**src/rtl/simple_axi_to_axi_read.sv**
```systemverilog
// Simple-bus read request (byte address + byte length) to AXI4 INCR read bursts.
// Bursts are capped at 256 beats, never cross a 4KB boundary, and return data is passed straight through.
module simple_axi_to_axi_read #(
  parameter int AXI_ADDR_W = 32,
  parameter int AXI_DATA_W = 32,
  parameter int AXI_LEN_W  = 8,
  parameter int AXI_ID_W   = 1,
  parameter int LEN_W      = 20
) (
  input  logic                  clk_i,
  input  logic                  rst_i,
  input  logic                  m_rvalid_i,
  output logic                  m_rready_o,
  input  logic [AXI_ADDR_W-1:0] m_raddr_i,
  input  logic [LEN_W-1:0]      m_rlen_i,
  output logic [AXI_DATA_W-1:0] m_rdata_o,
  output logic                  m_rdata_valid_o,
  input  logic                  m_rdata_ready_i,
  output logic                  m_rlast_o,
  output logic                  m_rerror_o,
  output logic [AXI_ID_W-1:0]   axi_arid_o,
  output logic [AXI_ADDR_W-1:0] axi_araddr_o,
  output logic [AXI_LEN_W-1:0]  axi_arlen_o,
  output logic [2:0]            axi_arsize_o,
  output logic [1:0]            axi_arburst_o,
  output logic [1:0]            axi_arlock_o,
  output logic [3:0]            axi_arcache_o,
  output logic [2:0]            axi_arprot_o,
  output logic [3:0]            axi_arqos_o,
  output logic                  axi_arvalid_o,
  input  logic                  axi_arready_i,
  input  logic [AXI_ID_W-1:0]   axi_rid_i,
  input  logic [AXI_DATA_W-1:0] axi_rdata_i,
  input  logic [1:0]            axi_rresp_i,
  input  logic                  axi_rlast_i,
  input  logic                  axi_rvalid_i,
  output logic                  axi_rready_o
);

  typedef enum logic [2:0] {
    S_IDLE = 3'd0,
    S_CALC = 3'd1,
    S_ADDR = 3'd2,
    S_DATA = 3'd3,
    S_GAP  = 3'd4
  } state_t;

  state_t                state_q, state_d;
  logic [AXI_ADDR_W-1:0] addr_q, addr_d;
  logic [LEN_W-1:0]      remaining_q, remaining_d;
  logic [AXI_LEN_W-1:0]  arlen_q, arlen_d;
  logic [LEN_W-1:0]      bytes_q, bytes_d;
  logic                  final_burst_q, final_burst_d;
  logic                  arvalid_q, arvalid_d;
  logic                  m_rready_q, m_rready_d;
  logic                  rerror_q, rerror_d;

  logic                  in_data_s;
  logic                  beat_fire_s;
  logic [LEN_W:0]        words_s;
  logic [12:0]           room_s;
  logic [LEN_W:0]        beats_s;
  logic [LEN_W:0]        beat_bytes_s;
  logic                  unused_ok_s;

  // Responses are routed by the interconnect; the returned ID carries no information here.
  assign unused_ok_s = ^axi_rid_i;

  assign axi_arid_o    = {AXI_ID_W{1'b0}};
  assign axi_arsize_o  = 3'b010;
  assign axi_arburst_o = 2'b01;
  assign axi_arlock_o  = 2'b00;
  assign axi_arcache_o = 4'b0000;
  assign axi_arprot_o  = 3'b000;
  assign axi_arqos_o   = 4'b0000;
  assign axi_araddr_o  = addr_q;
  assign axi_arlen_o   = arlen_q;
  assign axi_arvalid_o = arvalid_q;
  assign m_rready_o    = m_rready_q;
  assign m_rerror_o    = rerror_q;

  // R channel is a zero-latency pass-through, only open while a burst is being drained.
  assign in_data_s       = (state_q == S_DATA);
  assign axi_rready_o    = in_data_s & m_rdata_ready_i;
  assign m_rdata_valid_o = in_data_s & axi_rvalid_i;
  assign m_rdata_o       = axi_rdata_i;
  assign m_rlast_o       = in_data_s & axi_rvalid_i & axi_rlast_i & final_burst_q;
  assign beat_fire_s     = in_data_s & axi_rvalid_i & m_rdata_ready_i;

  assign words_s      = ({1'b0, remaining_q} + (LEN_W+1)'(2'd3)) >> 2;
  assign room_s       = (13'd4096 - {1'b0, addr_q[11:0]}) >> 2;
  assign beat_bytes_s = beats_s << 2;

  // Burst size: smallest of words left, the 256-beat cap and the words left in this 4KB page.
  always_comb begin
    beats_s = (LEN_W+1)'(9'd256);
    if (words_s < beats_s) begin
      beats_s = words_s;
    end else begin
      beats_s = beats_s;
    end
    if ((LEN_W+1)'(room_s) < beats_s) begin
      beats_s = (LEN_W+1)'(room_s);
    end else begin
      beats_s = beats_s;
    end
  end

  // Next-state and register-update logic for the request/burst sequencer.
  always_comb begin
    state_d       = state_q;
    addr_d        = addr_q;
    remaining_d   = remaining_q;
    arlen_d       = arlen_q;
    bytes_d       = bytes_q;
    final_burst_d = final_burst_q;
    arvalid_d     = arvalid_q;
    m_rready_d    = 1'b0;
    rerror_d      = rerror_q;
    case (state_q)
      S_IDLE: begin
        // m_rready_q guards against re-latching a zero-length request still held for one cycle.
        if (m_rvalid_i && !m_rready_q) begin
          m_rready_d  = 1'b1;
          addr_d      = m_raddr_i & ~AXI_ADDR_W'(2'b11);
          remaining_d = m_rlen_i;
          rerror_d    = 1'b0;
          if (m_rlen_i == {LEN_W{1'b0}}) begin
            state_d = S_IDLE;
          end else begin
            state_d = S_CALC;
          end
        end else begin
          state_d = S_IDLE;
        end
      end
      S_CALC: begin
        arlen_d = AXI_LEN_W'(beats_s - (LEN_W+1)'(1'b1));
        if (beat_bytes_s < {1'b0, remaining_q}) begin
          bytes_d = LEN_W'(beat_bytes_s);
        end else begin
          bytes_d = remaining_q;
        end
        final_burst_d = (beat_bytes_s >= {1'b0, remaining_q});
        arvalid_d     = 1'b1;
        state_d       = S_ADDR;
      end
      S_ADDR: begin
        if (axi_arready_i) begin
          arvalid_d   = 1'b0;
          addr_d      = addr_q + ((AXI_ADDR_W'(arlen_q) + AXI_ADDR_W'(1'b1)) << 2'd2);
          remaining_d = remaining_q - bytes_q;
          state_d     = S_DATA;
        end else begin
          state_d = S_ADDR;
        end
      end
      S_DATA: begin
        if (beat_fire_s) begin
          if (axi_rresp_i != 2'b00) begin
            rerror_d = 1'b1;
          end else begin
            rerror_d = rerror_q;
          end
          if (axi_rlast_i) begin
            state_d = S_GAP;
          end else begin
            state_d = S_DATA;
          end
        end else begin
          state_d = S_DATA;
        end
      end
      S_GAP: begin
        if (remaining_q == {LEN_W{1'b0}}) begin
          state_d = S_IDLE;
        end else begin
          state_d = S_CALC;
        end
      end
      default: begin
        state_d   = S_IDLE;
        arvalid_d = 1'b0;
      end
    endcase
  end

  // State and datapath registers.
  always_ff @(posedge clk_i or posedge rst_i) begin
    if (rst_i) begin
      state_q       <= S_IDLE;
      addr_q        <= {AXI_ADDR_W{1'b0}};
      remaining_q   <= {LEN_W{1'b0}};
      arlen_q       <= {AXI_LEN_W{1'b0}};
      bytes_q       <= {LEN_W{1'b0}};
      final_burst_q <= 1'b0;
      arvalid_q     <= 1'b0;
      m_rready_q    <= 1'b0;
      rerror_q      <= 1'b0;
    end else begin
      state_q       <= state_d;
      addr_q        <= addr_d;
      remaining_q   <= remaining_d;
      arlen_q       <= arlen_d;
      bytes_q       <= bytes_d;
      final_burst_q <= final_burst_d;
      arvalid_q     <= arvalid_d;
      m_rready_q    <= m_rready_d;
      rerror_q      <= rerror_d;
    end
  end

endmodule

```
**config.mk**
```make
export PLATFORM = sky130hd
export DESIGN_NAME = simple_axi_to_axi_read
export DESIGN_NICKNAME = d
export VERILOG_FILES = /design/src/rtl/simple_axi_to_axi_read.sv
export SDC_FILE = /design/constraint.sdc
export NUM_CORES = 1
export LEC_CHECK = 0
export ABC_AREA = 0
export CORE_MARGIN = 4
export CORE_UTILIZATION = 35
export CTS_BUF_LIST = sky130_fd_sc_hd__clkbuf_2 sky130_fd_sc_hd__clkbuf_4 sky130_fd_sc_hd__clkbuf_8
export CTS_CLUSTER_DIAMETER = 40
export CTS_CLUSTER_SIZE = 12
export DETAILED_ROUTE_END_ITERATION = 16
export PLACE_DENSITY = 0.68
export REMOVE_ABC_BUFFERS = 1
export SLEW_MARGIN = 10
export SYNTH_ARGS = -nofsm -noshare
export SYNTH_HDL_FRONTEND = slang
export SYNTH_SLANG_ARGS = --single-unit
```
**constraint.sdc**
```tcl
create_clock -name clk_i -period 13.7 [get_ports clk_i]
set_clock_uncertainty 0.15 [all_clocks]
set_input_delay 2.055 -clock clk_i [delete_from_list [all_inputs] [get_ports clk_i]]
set_output_delay 2.055 -clock clk_i [all_outputs]
set_load 0.05 [all_outputs]
```
==> qor.yml <==
cts:
  path_clk_slew_ps: 90
  root_buffer: "clkbuf_8"
  h-tree-depth: 3
  numCtsBuffers: 9
  cts_sinks: 85
  ctsResizeCount: 0
  cts_tree: "done"
  post_cts_buffers: 0
  clk_latency_ps: 390
  cts_hold_buf: 0
  clock_path_buffers: 2
critical_path:
  path_cells: "o2111ai_2, or2_2, xnor2_1, nor2_1, inv_1, ha_1, a21o_1, a21o_1, a221o_1, a221oi_2, o21ai_4, a31o_2, ha_1, nor3b_1, o21a_1, o21a_1, o21a_1, o2111ai_1, a31oi_4, mux2i_1, o21ai_0"
  cp-start-kind: "flop"
  path_class: "reg2reg"
  cpMostUsedCell: "o21a_1"
  critPathMaxStageDelay_ps: 790
  slowest_stage: "a31oi_4"
  cp_data_required_time_ps: 13800
  cp_max_fo: 24
  arrival_ps: 6100
  crit_path_end_kind: "flop"
pwr:
  leakage_nw: 3.68
  swShare_pct: 53.6
  peakVddDrop_v: 0.000165
  clkPwrFrac_pct: 7.3
  p_per_area_nw_per_um2: 290
  p_int_w: 0.00115
  p_seq_share_pct: 21.4
  p_switching_w: 0.00133
  combPwrFrac_pct: 71.3
drt:
  dr_total_vias: 6546
  drtPass1Iterations: 6
  drtIter0Drc: 330
  vias_per_cell: 5.26
  postRouteAntennaNets: 0
  drcViolationCount: 0
  drt-total-wl_um: 20900
  avgRoutedWirePerCell_um: 16.8
synthesis:
  synth_edf_count: 0
  synth_top_area_share_pct: 28.8
  ys_ff_latch: 85
  yosysWarningCount: 0
  synth_common_cells: "86 x a21oi_1, 85 x dfrtp_1, 84 x nand2_1"
  netlist_top_cells_area: "dfrtp_1 29%, ha_1 10%, a21oi_1 5.8%"
  synth_cells: 912
  synth_area_sq_um: 7380
  synth-seq-area-share_pct: 28.8
  syn_avg_cell_area_sq_um: 8.10
  ys_async_sr_fraction_pct: 100
  synth_top_area_cell: "dfrtp_1"
  synth_flop_cell: "dfrtp_1"
  synth_cell_type_count: 74
  yosysMostFrequentCell: "a21oi_1"
sta:
  setup_violations: 0
  hold_viol_final: 0
  tightest_slew_ps: 895
  fin_crit_sh_pct: 43.8
  layout_min_cycle_time_ps: 6000
  setup_tns_ps: 0
  worst_slack_ps: 7700
  rsz0062_at_grt: "false"
  holdWs_ps: 334
  fmax_ghz: 0.167
  finalMaxSlewViolations: 0
  maxSlewHeadroom_pct: 40.4
floorplan:
  dieArea_sq_um: 23500
  rows: 52
  die_h_um: 153
  die_w_um: 153
  core_area_sq_um: 20500
  start_util_pct: 36.0
  io_pins: 191
min_path:
  hold_class: "reg2reg"
placed_design:
  port_buffers: 102
  place_ws_ps: 7780
  gp_congestion: 0.893
  dp_hpwl_um: 15600
flow_run:
  maxCapViolCount: 0
layout:
  area_growth_pct: 16.0
  nFillCells: 2095
  drive_gt1_share_pct: 5.65
  final_nets: 1125
  antenna_cells: 0
grt:
  grt-ovfl-total: 0
  grt_first_pass_wirelength_um: 33500
  grt_util_all_layers_pct: 17.4
  antenna_found_initial: 0
  grt_pass1_vias: 6459
  grt_max_degree: 63
outcome:
  outcome: "finished, final reports clean"
cell usage in the layout (no fill, tap or decap), types with 11 or more instances in the layout:
| master | netlist | layout |
|---|---|---|
| dfrtp_1 | 85 | 85 |
| nand2_1 | 84 | 84 |
| nor2_1 | 69 | 69 |
| nor4_1 | 11 | 11 |
| xor2_1 | 13 | 13 |
| nor3_1 | 16 | 16 |
| o21ai_0 | 61 | 61 |
| and3_1 | 11 | 11 |
| conb_1 | 2 | 30 |
| inv_1 | 67 | 66 |
| a21o_1 | 17 | 17 |
| nand3_1 | 25 | 25 |
| a21oi_1 | 86 | 85 |
| clkbuf_8 | 0 | 12 |
| ha_1 | 60 | 60 |
| clkdlybuf4s50_1 | 0 | 102 |
| a211oi_1 | 11 | 11 |
| mux2i_1 | 12 | 12 |
| o21ai_1 | 12 | 12 |
| xnor2_1 | 34 | 34 |
| o22ai_1 | 11 | 11 |
| o21a_1 | 12 | 12 |
metrics by stage:
step | area (sq um) | util [%] | cells | total power (W)
3_3_place_gp | 8380 | 40.9 | 1228 | 0.00226
6_report | 8570 | 41.8 | 1244 | 0.00249
2_1_floorplan | 6930 | - | 850 | 0.00184
5_1_grt | 8570 | 41.8 | 1244 | 0.00273
3_5_place_dp | 8380 | 40.9 | 1228 | 0.00230
4_1_cts | 8570 | 41.8 | 1244 | 0.00249
state kept, by name, summed over array words and instances (netlist names):
register       flops
axi_araddr_o      30
axi_arlen_o        8
axi_arvalid_o      1
bytes_q           20
final_burst_q      1
m_rerror_o         1
m_rready_o         1
remaining_q       20
state_q            3
power groups by stage:
stage | sequential (W) | clock [W] | combinational [W]
after global placement | 0.000532 | 0 | 0.00173
after detailed placement | 0.000537 | 0 | 0.00176
after global routing | 0.000555 | 0.000198 | 0.00197
final | 0.000532 | 0.000181 | 0.00177
after floorplan | 0.000694 | 0 | 0.00115
after CTS | 0.000533 | 0.000186 | 0.00177
per-layer routing:
layer	GRT usage (%)	wire length, um	vias up
met4	3.61	239	2
met5	1.66	30	-
li1	-	-	3266
met1	23.1	9750	3073
met3	6.19	1650	21
met2	27.1	9250	184
layout make-up:
type	instances	area [sq um]	share of cell area (%)
clock inverters	3	18.8	0.219
inverters	68	256	2.99
multi-input cells	697	4590	53.6
clock buffers	13	173	2.02
well taps	270	338	3.94
repair buffers	108	1070	12.4
flip-flops and latches	85	2130	24.8
path summary, 6_finish.rpt:
check,slack [ps],end,cells after the start,start
worst max-delay path,7700,bytes_q[11],21,remaining_q[1]
worst min-delay path,330,bytes_q[18],2,bytes_q[18]
worst max register to register,7700,bytes_q[11],21,remaining_q[1]
worst min register to register,330,bytes_q[18],2,bytes_q[18]
max in group asynchronous,10380,remaining_q[7],3,rst_i
min in group asynchronous,1880,axi_araddr_o[11],2,rst_i
cells by family (layout without fill, tap and decap cells):
group           after synthesis  in the layout  synth area share (%)
compound gates              270            270                  23.1
xor+xnor                     47             47                  5.58
fa+ha+maj                    62             62                  10.7
buf+inv                     158            192                  11.0
flops                        85             85                  28.8
mux                          20             20                  2.91
other cells                   2             30                 0.102
simple gates                268            268                  17.9
critical path: cells and delay by family, from the launching register on:
family	cells	cell delay (ps)
xor+xnor	1	130
fa+ha+maj	2	560
flops	1	530
compound gates	13	3470
mux	1	260
buf+inv	1	80
simple gates	3	670
Power figures use the tool's default switching activity.
